## src/rtl/drink_status_moore.sv

```systemverilog
// Vending controller FSM: accumulates half-unit credit toward a 2.5 price and
// flags a one-cycle dispense with change due. Outputs come straight from flops.
module drink_status_moore (
  input  logic       clk,
  input  logic       reset,
  input  logic       half,
  input  logic       one,
  output logic       out,
  output logic [1:0] cout
);

  typedef enum logic [2:0] {
    C0 = 3'd0, C1 = 3'd1, C2 = 3'd2, C3 = 3'd3, C4 = 3'd4,
    D0 = 3'd5, D1 = 3'd6, D2 = 3'd7
  } state_t;

  state_t     state_q, state_d;
  logic       out_q, out_d;
  logic [1:0] cout_q, cout_d;
  logic [2:0] base, t;

  always_comb begin
    // Dispense states hand over with zero credit, so a new purchase can start at once.
    case (state_q)
      C1:      base = 3'd1;
      C2:      base = 3'd2;
      C3:      base = 3'd3;
      C4:      base = 3'd4;
      default: base = 3'd0;
    endcase
    t = base + {1'b0, one, half};
    case (t)
      3'd0:    state_d = C0;
      3'd1:    state_d = C1;
      3'd2:    state_d = C2;
      3'd3:    state_d = C3;
      3'd4:    state_d = C4;
      3'd5:    state_d = D0;
      3'd6:    state_d = D1;
      3'd7:    state_d = D2;
      default: state_d = C0;
    endcase
    out_d  = (state_d == D0) || (state_d == D1) || (state_d == D2);
    cout_d = 2'd0;
    if (state_d == D1) cout_d = 2'd1;
    if (state_d == D2) cout_d = 2'd2;
  end

  // Outputs are registered alongside the state so they always equal its decode.
  always_ff @(posedge clk or negedge reset) begin
    if (!reset) begin
      state_q <= C0;
      out_q   <= 1'b0;
      cout_q  <= 2'd0;
    end else begin
      state_q <= state_d;
      out_q   <= out_d;
      cout_q  <= cout_d;
    end
  end

  assign out  = out_q;
  assign cout = cout_q;

endmodule

```

## config.mk

```make
export PLATFORM = sky130hd
export DESIGN_NAME = drink_status_moore
export DESIGN_NICKNAME = d
export VERILOG_FILES = /design/src/rtl/drink_status_moore.sv
export SDC_FILE = /design/constraint.sdc
export NUM_CORES = 1
export LEC_CHECK = 0
export CORE_AREA = 2 2 39 41
export DETAILED_ROUTE_END_ITERATION = 6
export DIE_AREA = 0 0 41 43
export PLACE_DENSITY = 0.43
export SKIP_CTS_REPAIR_TIMING = 1
export SYNTH_ARGS = -nofsm -noshare
export SYNTH_HDL_FRONTEND = slang
export SYNTH_SLANG_ARGS = --single-unit
```

## constraint.sdc

```tcl
create_clock -name clk -period 4.3 [get_ports clk]
set_input_delay 1.075 -clock clk [delete_from_list [all_inputs] [get_ports clk]]
set_output_delay 1.075 -clock clk [all_outputs]
set_load 0.01 [all_outputs]
```

Word-level counts from Yosys, hierarchy flattened:

Memory sizes are Yosys's and may differ from the RTL's.
Index checks and enable logic that the tools add are counted.

* register bits after elaboration: 6
* memories kept: 1
* memory bits (read-only): 24
* output and inout port bits: 3
* logic and storage cells: 17

Memories
* (name not given): words 8, width 3, rd ports 1, clocked after Yosys merged registers in 0, write ports 0, RTL line 32 `case (t)`

* eq/ne operators: 7
* muxes and demuxes: 3
* reduce and logical (&&, ||, !) cells: 2
* add/subtract/negate cells: 1

Operator list (count)
* $eq A3 B3 Y1 const B: 4
* $pmux W3 S4: 1
* $eq A3 B2 Y1 const B: 2
* $add A3 B2 Y3: 1
* $eq A3 B1 Y1 const B: 1
* $logic_or A1 B1 Y1: 2
* $mux W2: 1
* $mux W1: 1

Depth between registers and ports, before layout:

An unclocked memory read counts as a cell.

* word-level depth: 7
* mapped depth: 6

Worst setup path before layout:

Ideal clock, no wire load.

* path kind: input-to-reg
* from: input port half
* to: register cout_q[0] (netlist: cout[0])
* arrival time: 1.953 ns
* buffers on the path: 0
* cell stages on the path: 5
* slack: 2.261 ns
* path through: ha_1 inv_1 fa_1 xor2_2 nor3_1

* word-level cells in the longest chain between the ends: 5
* elaborated cells on any way between the ends: 6
* those cells by class: add/sub (1); eq/ne (2); mux (2); memory (1)

RTL lines
* start, declared: RTL line 6 `input logic half,`
* $add A3 B2 Y3 *: RTL line 31 `t = base + {1'b0, one, half};`
* $mem_v2 Z8 W3 *
* $eq A3 B3 Y1: RTL line 45 `if (state_d == D1) cout_d = 2'd1;`
* $mux W1: RTL line 45
* $mux W2 *: RTL line 46 `if (state_d == D2) cout_d = 2'd2;`
* named net cout_d[0]: RTL line 19 `logic [1:0] cout_q, cout_d;`
* end signal, assigned: RTL line 58 `cout_q <= cout_d;`
* end, declared: RTL line 19

Mark *: on every way through the listed nets, which the timed path passes. The rest lies on a longest branch.

Worst setup path in the final report:

* from: input port half
* to: register out_q (netlist: out)

* word-level cells in the longest chain between the ends: 5
* elaborated cells on any way between the ends: 7
* those cells by class: add/sub (1); eq/ne (3); reduce/logical (2); memory (1)

RTL lines
* $add A3 B2 Y3 *: RTL line 31
* $mem_v2 Z8 W3 *
* $eq A3 B3 Y1: RTL line 43 `out_d = (state_d == D0) || (state_d == D1) || (state_d == D2);`
* $logic_or A1 B1 Y1: RTL line 43
* $logic_or A1 B1 Y1 *: RTL line 43
* named net out_d: RTL line 18 `logic out_q, out_d;`
* end signal, assigned: RTL line 57 `out_q <= out_d;`
* end, declared: RTL line 18

Marks and branches as above.

==> flow_summary.ini <==
[clock_network]
clkLatencyLatePin_ns = 0.24
cts_max_level = 1
cts_buffers = 3
clk_path_buf_depth = 2
clock-sinks = 6
cts_tree = done
clock-root-buffer = clkbuf_4
clk_pin_slew_ns = 0.05

[sta]
setup_violations = 0
fin_worst_skew_ns = 0.00291
drv_slew = 0
max_slew_margin_pct = 82.3
fmax_mhz = 429
setup_tns_ns = 0
fin_crit_ns = 2.33
rsz0062_at_grt = false
tightestPinTransition_ns = 0.264
post-route-period-util_pct = 54.2
finalHoldViolations = 0

[global_route]
grt_pass1_wl_um = 731
grt_max_degree = 7
use_met1_pct = 8.36
track_usage_pct = 6.81
grt_use_met3_pct = 3.14
antenna_found_initial = 0
grt_pass1_vias = 189
overflow = 0
gr-max-usage-layer = met1
grt_use_met2_pct = 7.50

[logic_synthesis]
yosysUniqueCellTypes = 10
syn_inst = 20
seq_area_frac_synth_pct = 57.7
netlist_area_um2 = 260
synth_warnings = 0
avgSynthCellArea_um2 = 13.0
ys_seq_elements = 6
yosys-top-cells-area = dfrtp_1 58%, fa_1 7.7%, inv_1 7.2%
syn_nets = 26
synth_top_cell_by_area = dfrtp_1
yosysTopAreaCellShare_pct = 57.7

[floorplan]
io_pins = 7
die_y_um = 43
rows = 14
die_width_um = 41
die_area_um2 = 1760
initial_core_util_pct = 18.8
core_um2 = 1380

[critical_path]
worstSetupEndpointType = register
cp_cell_sequence = clkdlybuf4s50_1, ha_1, inv_1, fa_1, xor2_2, a21oi_1
critical_path.slowest_cell = clkdlybuf4s50_1
max_stage_delay_ns = 0.47
critPathLaunchType = primary input
worstPathRequired_ns = 4.41
critPathKind = primary input to register
arrival_ns = 2.44
path_max_fanout = 4

[job]
cap_violations = 0

[pwr]
ir_drop_uv = 250
p_per_area_nw_per_um2 = 711
leakage_nw = 0.171

[placement]
portBuffers = 6
gp_congestion = 0.573
post-dp-hpwl_um = 312

[run_status]
status = finished, final reports clean

[min_path]
holdCritPathClass = register to register

[final_layout]
utilization_pct = 26.2
antenna-diode-count = 0
nFillCells = 147
drive_above_1_share_pct = 20.7
syn2layout_area_growth_pct = 39.4
nets = 37

[routing]
totalWireLength_um = 415
first_pass_iters = 1
drc = 0
postRouteAntennaNets = 0
drt_iter0_drc = 0
vias = 166
wire_per_inst_um = 9.22
via_per_inst = 3.69
==> per-layer routing <==
| metal | routed length [µm] | vias up |
|---|---|---|
| met5 | 0 | - |
| met3 | 40 | 0 |
| met2 | 184 | 7 |
| met1 | 190 | 81 |
| li1 | - | 78 |
| met4 | 0 | 0 |
==> cells in the mapped netlist <==
library cell,n
a21oi_1,1
ha_1,1
xor2_2,1
nor3b_2,1
fa_1,1
nand2b_1,1
dfrtp_1,6
inv_1,5
and2b_2,1
nor3_1,2
==> through the flow <==
stage | power (W) | hold WS [ns] | instances | worst slack (ns) | area (µm²)
2_1_floorplan | 0.000165 | 0.612 | 20 | 2.26 | 260
3_3_place_gp | 0.000205 | 0.642 | 42 | 1.72 | 340
3_5_place_dp | 0.000207 | 0.650 | 42 | 1.72 | 340
4_1_cts | 0.000262 | 0.666 | 45 | 1.96 | 363
5_1_grt | 0.000278 | 0.701 | 45 | 1.87 | 363
6_report | 0.000258 | 0.661 | 45 | 1.97 | 363
==> cell usage in the layout (no fill, tap or decap) <==
cell type | netlist | layout
a21oi_1 | 1 | 1
and2b_2 | 1 | 1
clkbuf_4 | 0 | 3
clkdlybuf4s50_1 | 0 | 6
dfrtp_1 | 6 | 6
fa_1 | 1 | 1
ha_1 | 1 | 1
inv_1 | 5 | 5
nand2b_1 | 1 | 1
nor3_1 | 2 | 2
nor3b_2 | 1 | 1
xor2_2 | 1 | 1
==> registers in the layout, summed over array words and instances (netlist names) <==
signal	count
state_q	3
out	1
cout	2
==> report_power, final <==
group          leakage (nW)  internal (W)  total [W]  switching [W]
Combinational        0.0804     0.0000563   0.000113      0.0000564
Clock                0.0138     0.0000315  0.0000512      0.0000196
Sequential           0.0763     0.0000827  0.0000941      0.0000114
Total                 0.171      0.000170   0.000258      0.0000875
==> worst max-delay path: cells and delay by family <==
kind	cells	cell delay, ns
AOI/OAI and AO/OA	1	0.07
xor gates and xnor gates	1	0.25
adders and majority gates	2	0.54
buffers and inverters	2	0.51
==> kinds of logic after synthesis <==
family / count (synthesis) / share of synthesized area, %
AO/OA/AOI/OAI: 1 / 1.92
buffers and inverters: 5 / 7.21
adder cells (fa/ha/maj): 2 / 12.5
XOR/XNOR: 1 / 6.25
flip-flops: 6 / 57.7
AND/OR/NAND/NOR: 5 / 14.4
==> path summary, 6_finish.rpt <==
check                            from         end  slack (ns)  depth (start not counted)
max                              half         out        1.97                          6
min                        state_q[0]  state_q[2]        0.66                          3
max reg2reg                state_q[2]         out        2.71                          6
min reg2reg                state_q[0]  state_q[2]        0.66                          3
max in group asynchronous       reset         out        3.02                          1
min in group asynchronous       reset     cout[1]        1.07                          1
==> final cells by class <==
class / instances / area (µm²) / area share, %
clock buffer: 3 / 22.5 / 6.21
inverter: 5 / 18.8 / 5.17
multi-input combinational: 9 / 91.3 / 25.2
sequential: 6 / 150 / 41.4
tap: 16 / 20.0 / 5.52
timing repair buffer: 6 / 60.1 / 16.6
Power figures use the tool's default switching activity.
==> edit 1, RTL diff (same settings) <==
Make the reset (`reset`) synchronous in one clocked block.
--- a/src/rtl/drink_status_moore.sv
+++ b/src/rtl/drink_status_moore.sv
@@ -47,7 +47,7 @@
   end
 
   // Outputs are registered alongside the state so they always equal its decode.
-  always_ff @(posedge clk or negedge reset) begin
+  always_ff @(posedge clk) begin
     if (!reset) begin
       state_q <= C0;
       out_q   <= 1'b0;
Formal check against the unedited RTL: differs if reset is asserted again (counterexample within 4 cycles, from zero or initial values and one cycle with reset low); with reset held inactive, the same outputs for 10 cycles.
==> edit 1 against the original RTL <==
Wire length is 14% higher. First-iteration DRC count is 3 higher. Final area is 3.4% lower. Worst setup slack worse by 97 ps. Synthesized area is 4.8% lower. Critical path depth is 1 higher. Sequential share of layout area is 7.1 points lower. Count of clock-buffer cells in the layout stayed put. Sequential cell count stayed put. Largest cell class unchanged. Highest routed layer is now met4.
Power is not compared: it rests on default switching activity, and its combinational part moved more than twofold at a synthesized area within 25%.
==> edit 1: results (changes against the original RTL) <==
Min path
  – Min-delay src: state_q[1]$_SDFF_PN0_ (was state_q[0]$_DFF_PN0_)
  – Min-Delay Endpoint: cout[1]$_SDFF_PN0_ (was state_q[2]$_DFF_PN0_)

Synth
  – Avg Cell Area, Syn: 10.77 um2 (was 13.01 um2)
  – Cell variety after synth: 13 (was 10)
  – Post-synthesis sequential area ratio: 48.48% (was 57.69%)
  – Synth cell count leaders: dfxtp_1 (6), nor2_1 (4), inv_1 (3) (was dfrtp_1 (6), inv_1 (5), nor3_1 (2))
  – Synth Flop Type: dfxtp_1 (was dfrtp_1)
  – Syn nets: 29 (was 26)
  – Post-synthesis xor/xnor area fraction: 6.566% (was 6.250%)
  – Async SR Flop Fraction: 0% (was 100.0%)

GRT
  – GR Util met2: 10.63% (was 7.500%)
  – First-pass GRT wire length: 869 um (was 731 um)
  – M1 GR Usage: 8.795% (was 8.361%)

Route
  – Drt initial violations: 3 (was 0)
  – Final wirelength: 474 um (was 415 um)
  – TritonRoute pass-1 iters: 2 (was 1)
  – Post-DR wirelength/cell: 9.875 um (was 9.222 um)
  – Metal2 WL: 202 um (was 184 um)
  – DR top layer: met4 (was met3)
  – Met1 wire length: 206 um (was 190 um)

Critical path
  – R2R Path End: cout[1]$_SDFF_PN0_ (was out$_DFF_PN0_)
  – R2r worst-path depth: 7 (was 6)
  – CP peak stage delay: 500 ps (was 470 ps)
  – Register-to-Register Setup Slack: 2610 ps (was 2710 ps)
  – Worst Path Max Fanout: 3 (was 4)
  – Worst flop-to-flop path startpoint: state_q[2]$_SDFF_PN0_ (was state_q[2]$_DFF_PN0_)
  – Arrival time worst endpoint: 2600 ps (was 2440 ps)

Placed design
  – Pre-CTS setup slack: 1596 ps (was 1716 ps)
  – Post-DP HPWL: 371 um (was 312.4 um)
  – Post-place instance area: 327.8 um2 (was 340.3 um2)

Timing
  – Rel. slew slack: 84.63% (was 82.34%)
  – Fin Clk Skew: 0.6045 ps (was 2.912 ps)

Layout
  – Layout cells sized above 1: 21.88% (was 20.69%)

Outcome
  – Status: complete, no violations (unchanged)
edit 1: layout make-up:
class | instances | area [um2]
Fill cell | 152 | 1033
Sequential cell | 6 | 120.1
Multi-Input combinational cell | 14 | 116.4
Timing Repair Buffer | 6 | 60.06
Clock buffer | 3 | 22.52
Tap cell | 16 | 20.02
Inverter | 3 | 11.26
edit 1: worst max path at each step:
stage | from | to
CTS | half | cout[0]$_SDFF_PP0_
global placement | half | cout[0]$_SDFF_PP0_
finish | half | cout[1]$_SDFF_PN0_
global route | half | cout[0]$_SDFF_PP0_
detailed placement | half | cout[0]$_SDFF_PP0_
floorplan | half | cout[1]$_SDFF_PN0_
edit 1: report_power, final:
group,internal (mW),switching [mW],total [mW]
registers,0.0634,0.00352,0.0669
logic,0.0202,0.0186,0.0388
clock network,0.0315,0.0198,0.0514
edit 1: worst min-delay path, stage by stage, from the launching register on:
cell     delay [ps]
dfxtp_1         340
nor3b_2          60
xor2_2          160
nor2_1           80
==> edit 2, RTL diff (config.mk and constraints unchanged) <==
Without the edit above. The output `cout` loses its register stage (`cout_q` becomes a continuous assignment).
--- a/src/rtl/drink_status_moore.sv
+++ b/src/rtl/drink_status_moore.sv
@@ -51,13 +51,13 @@
     if (!reset) begin
       state_q <= C0;
       out_q   <= 1'b0;
-      cout_q  <= 2'd0;
     end else begin
       state_q <= state_d;
       out_q   <= out_d;
-      cout_q  <= cout_d;
     end
   end
+
+  assign cout_q = cout_d;
 
   assign out  = out_q;
   assign cout = cout_q;
Check against the original RTL: not equivalent (a bounded check fails within 4 cycles, from zero or initial values and one cycle with reset low).
==> edit 2 against the original RTL <==
Sequential share of layout area shrank 9.4 points. Worst setup slack lost 1800 ps. Count of clock-buffer cells in the layout is the same. Clock power shrank 12%. Synthesized area shrank 19%. Hold slack lost 6.5 ps. Sequential cell count shrank 2. Total power shrank 14%. Final area shrank 14%. Wire length shrank 8.0%. Critical path depth grew 1. Highest routed layer unchanged.
==> edit 2: results (changes against the original RTL) <==
Timing
  – Fin Clk Skew: 2.048 ps (was 2.912 ps)
  – Worst-margin pin slew: 207.7 ps (was 264.0 ps)

Layout
  – Nets: 35 (was 37)
  – Final non-filler cell total: 43 (was 45)
  – Layout cells sized above 1: 22.22% (was 20.69%)

Route
  – Met1 wire length: 150 um (was 190 um)
  – Metal2 WL: 175 um (was 184 um)
  – Met3 routed WL: 56 um (was 40 um)
  – TritonRoute pass-1 iters: 3 (was 1)
  – Post-DR wirelength/cell: 8.884 um (was 9.222 um)

Clock tree
  – Root buffer cell: clkbuf_4 (unchanged)
  – H-tree levels: 1 (unchanged)

Critical path
  – Critical path's top delay family: buffers and inverters (was adder cells)
  – CP peak stage delay: 570 ps (was 470 ps)
  – Arrival time worst endpoint: 3050 ps (was 2440 ps)

Power
  – LEAKAGE: 0.1432 nW (was 0.1706 nW)
  – Internal Power: 143.4 uW (was 170.5 uW)
  – VDD IR-drop max: 0.2448 mV (was 0.2502 mV)

Synth
  – Gate Count Post-Synth: 18 (was 20)
  – Post-synthesis sequential area ratio: 47.62% (was 57.69%)
  – Synth cell count leaders: inv_1 (5), dfrtp_1 (4), nor3_1 (2) (was dfrtp_1 (6), inv_1 (5), nor3_1 (2))

Placed design
  – Post-place instance area: 290.3 um2 (was 340.3 um2)
  – Cells after DPL: 40 (was 42)
  – Pre-CTS setup slack: 168.0 ps (was 1716 ps)
  – Post-DP HPWL: 295.9 um (was 312.4 um)
  – Final GP Congestion: 0.5790 (was 0.5731)

Outcome
  – Status: complete, no violations (unchanged)

GRT
  – Largest net degree at the start of global routing: 5 (was 7)
  – First-pass GRT wire length: 641 um (was 731 um)
  – Vias in the first global route: 180 (was 189)
  – GRT Total Usage: 5.966% (was 6.809%)

Min path
  – Min-delay src: state_q[1]$_DFF_PN0_ (was state_q[0]$_DFF_PN0_)
edit 2: cell type report:
class	count	area [um2]
fillers	148	1071
inverters	5	18.77
clock buffers	3	22.52
flip-flops and latches	4	100.1
well taps	16	20.02
repair buffers	6	60.06
multi-input cells	9	91.34
edit 2: worst min-delay path, stage by stage, from the launching register on:
cell and delay, ps:
dfrtp_1 350, nor3b_2 60, xor2_2 160, inv_1 50
edit 2: power by group through the flow:
stage	registers [mW]	logic [mW]	clock network (mW)
after floorplan	0.0659	0.0710	0
after global placement	0.0651	0.106	0
after detailed placement	0.0664	0.112	0
after CTS	0.0665	0.114	0.0490
after global routing	0.0681	0.126	0.0490
final	0.0660	0.111	0.0453
edit 2: cells by family (layout without fill, tap and decap cells):
| family | after synthesis | count (layout) | synth area share [%] |
|---|---|---|---|
| and+or+nand+nor | 5 | 5 | 17.86 |
| buffers and inverters | 5 | 14 | 8.930 |
| DFF | 4 | 4 | 47.62 |
| adders and majority gates | 2 | 2 | 15.48 |
| AOI/OAI and AO/OA | 1 | 1 | 2.379 |
| xor gates and xnor gates | 1 | 1 | 7.740 |
edit 2: layer usage:
| metal | vias up | global-route usage, % |
|---|---|---|
| li1 | 73 | - |
| met1 | 72 | 6.579 |
| met2 | 7 | 7.187 |
| met3 | 0 | 2.094 |
| met4 | 0 | 8.000 |
| met5 | - | 0 |
edit 2: worst paths after layout:
path	cells past startpoint	slack, ps	to
max in group asynchronous	1	3090	state_q[0]$_DFF_PN0_
worst min register to register	3	650	state_q[2]$_DFF_PN0_
worst min-delay path	3	650	state_q[2]$_DFF_PN0_
min in group asynchronous	1	1050	out$_DFF_PN0_
worst max-delay path	7	170	cout[1]
worst max register to register	6	2720	out$_DFF_PN0_
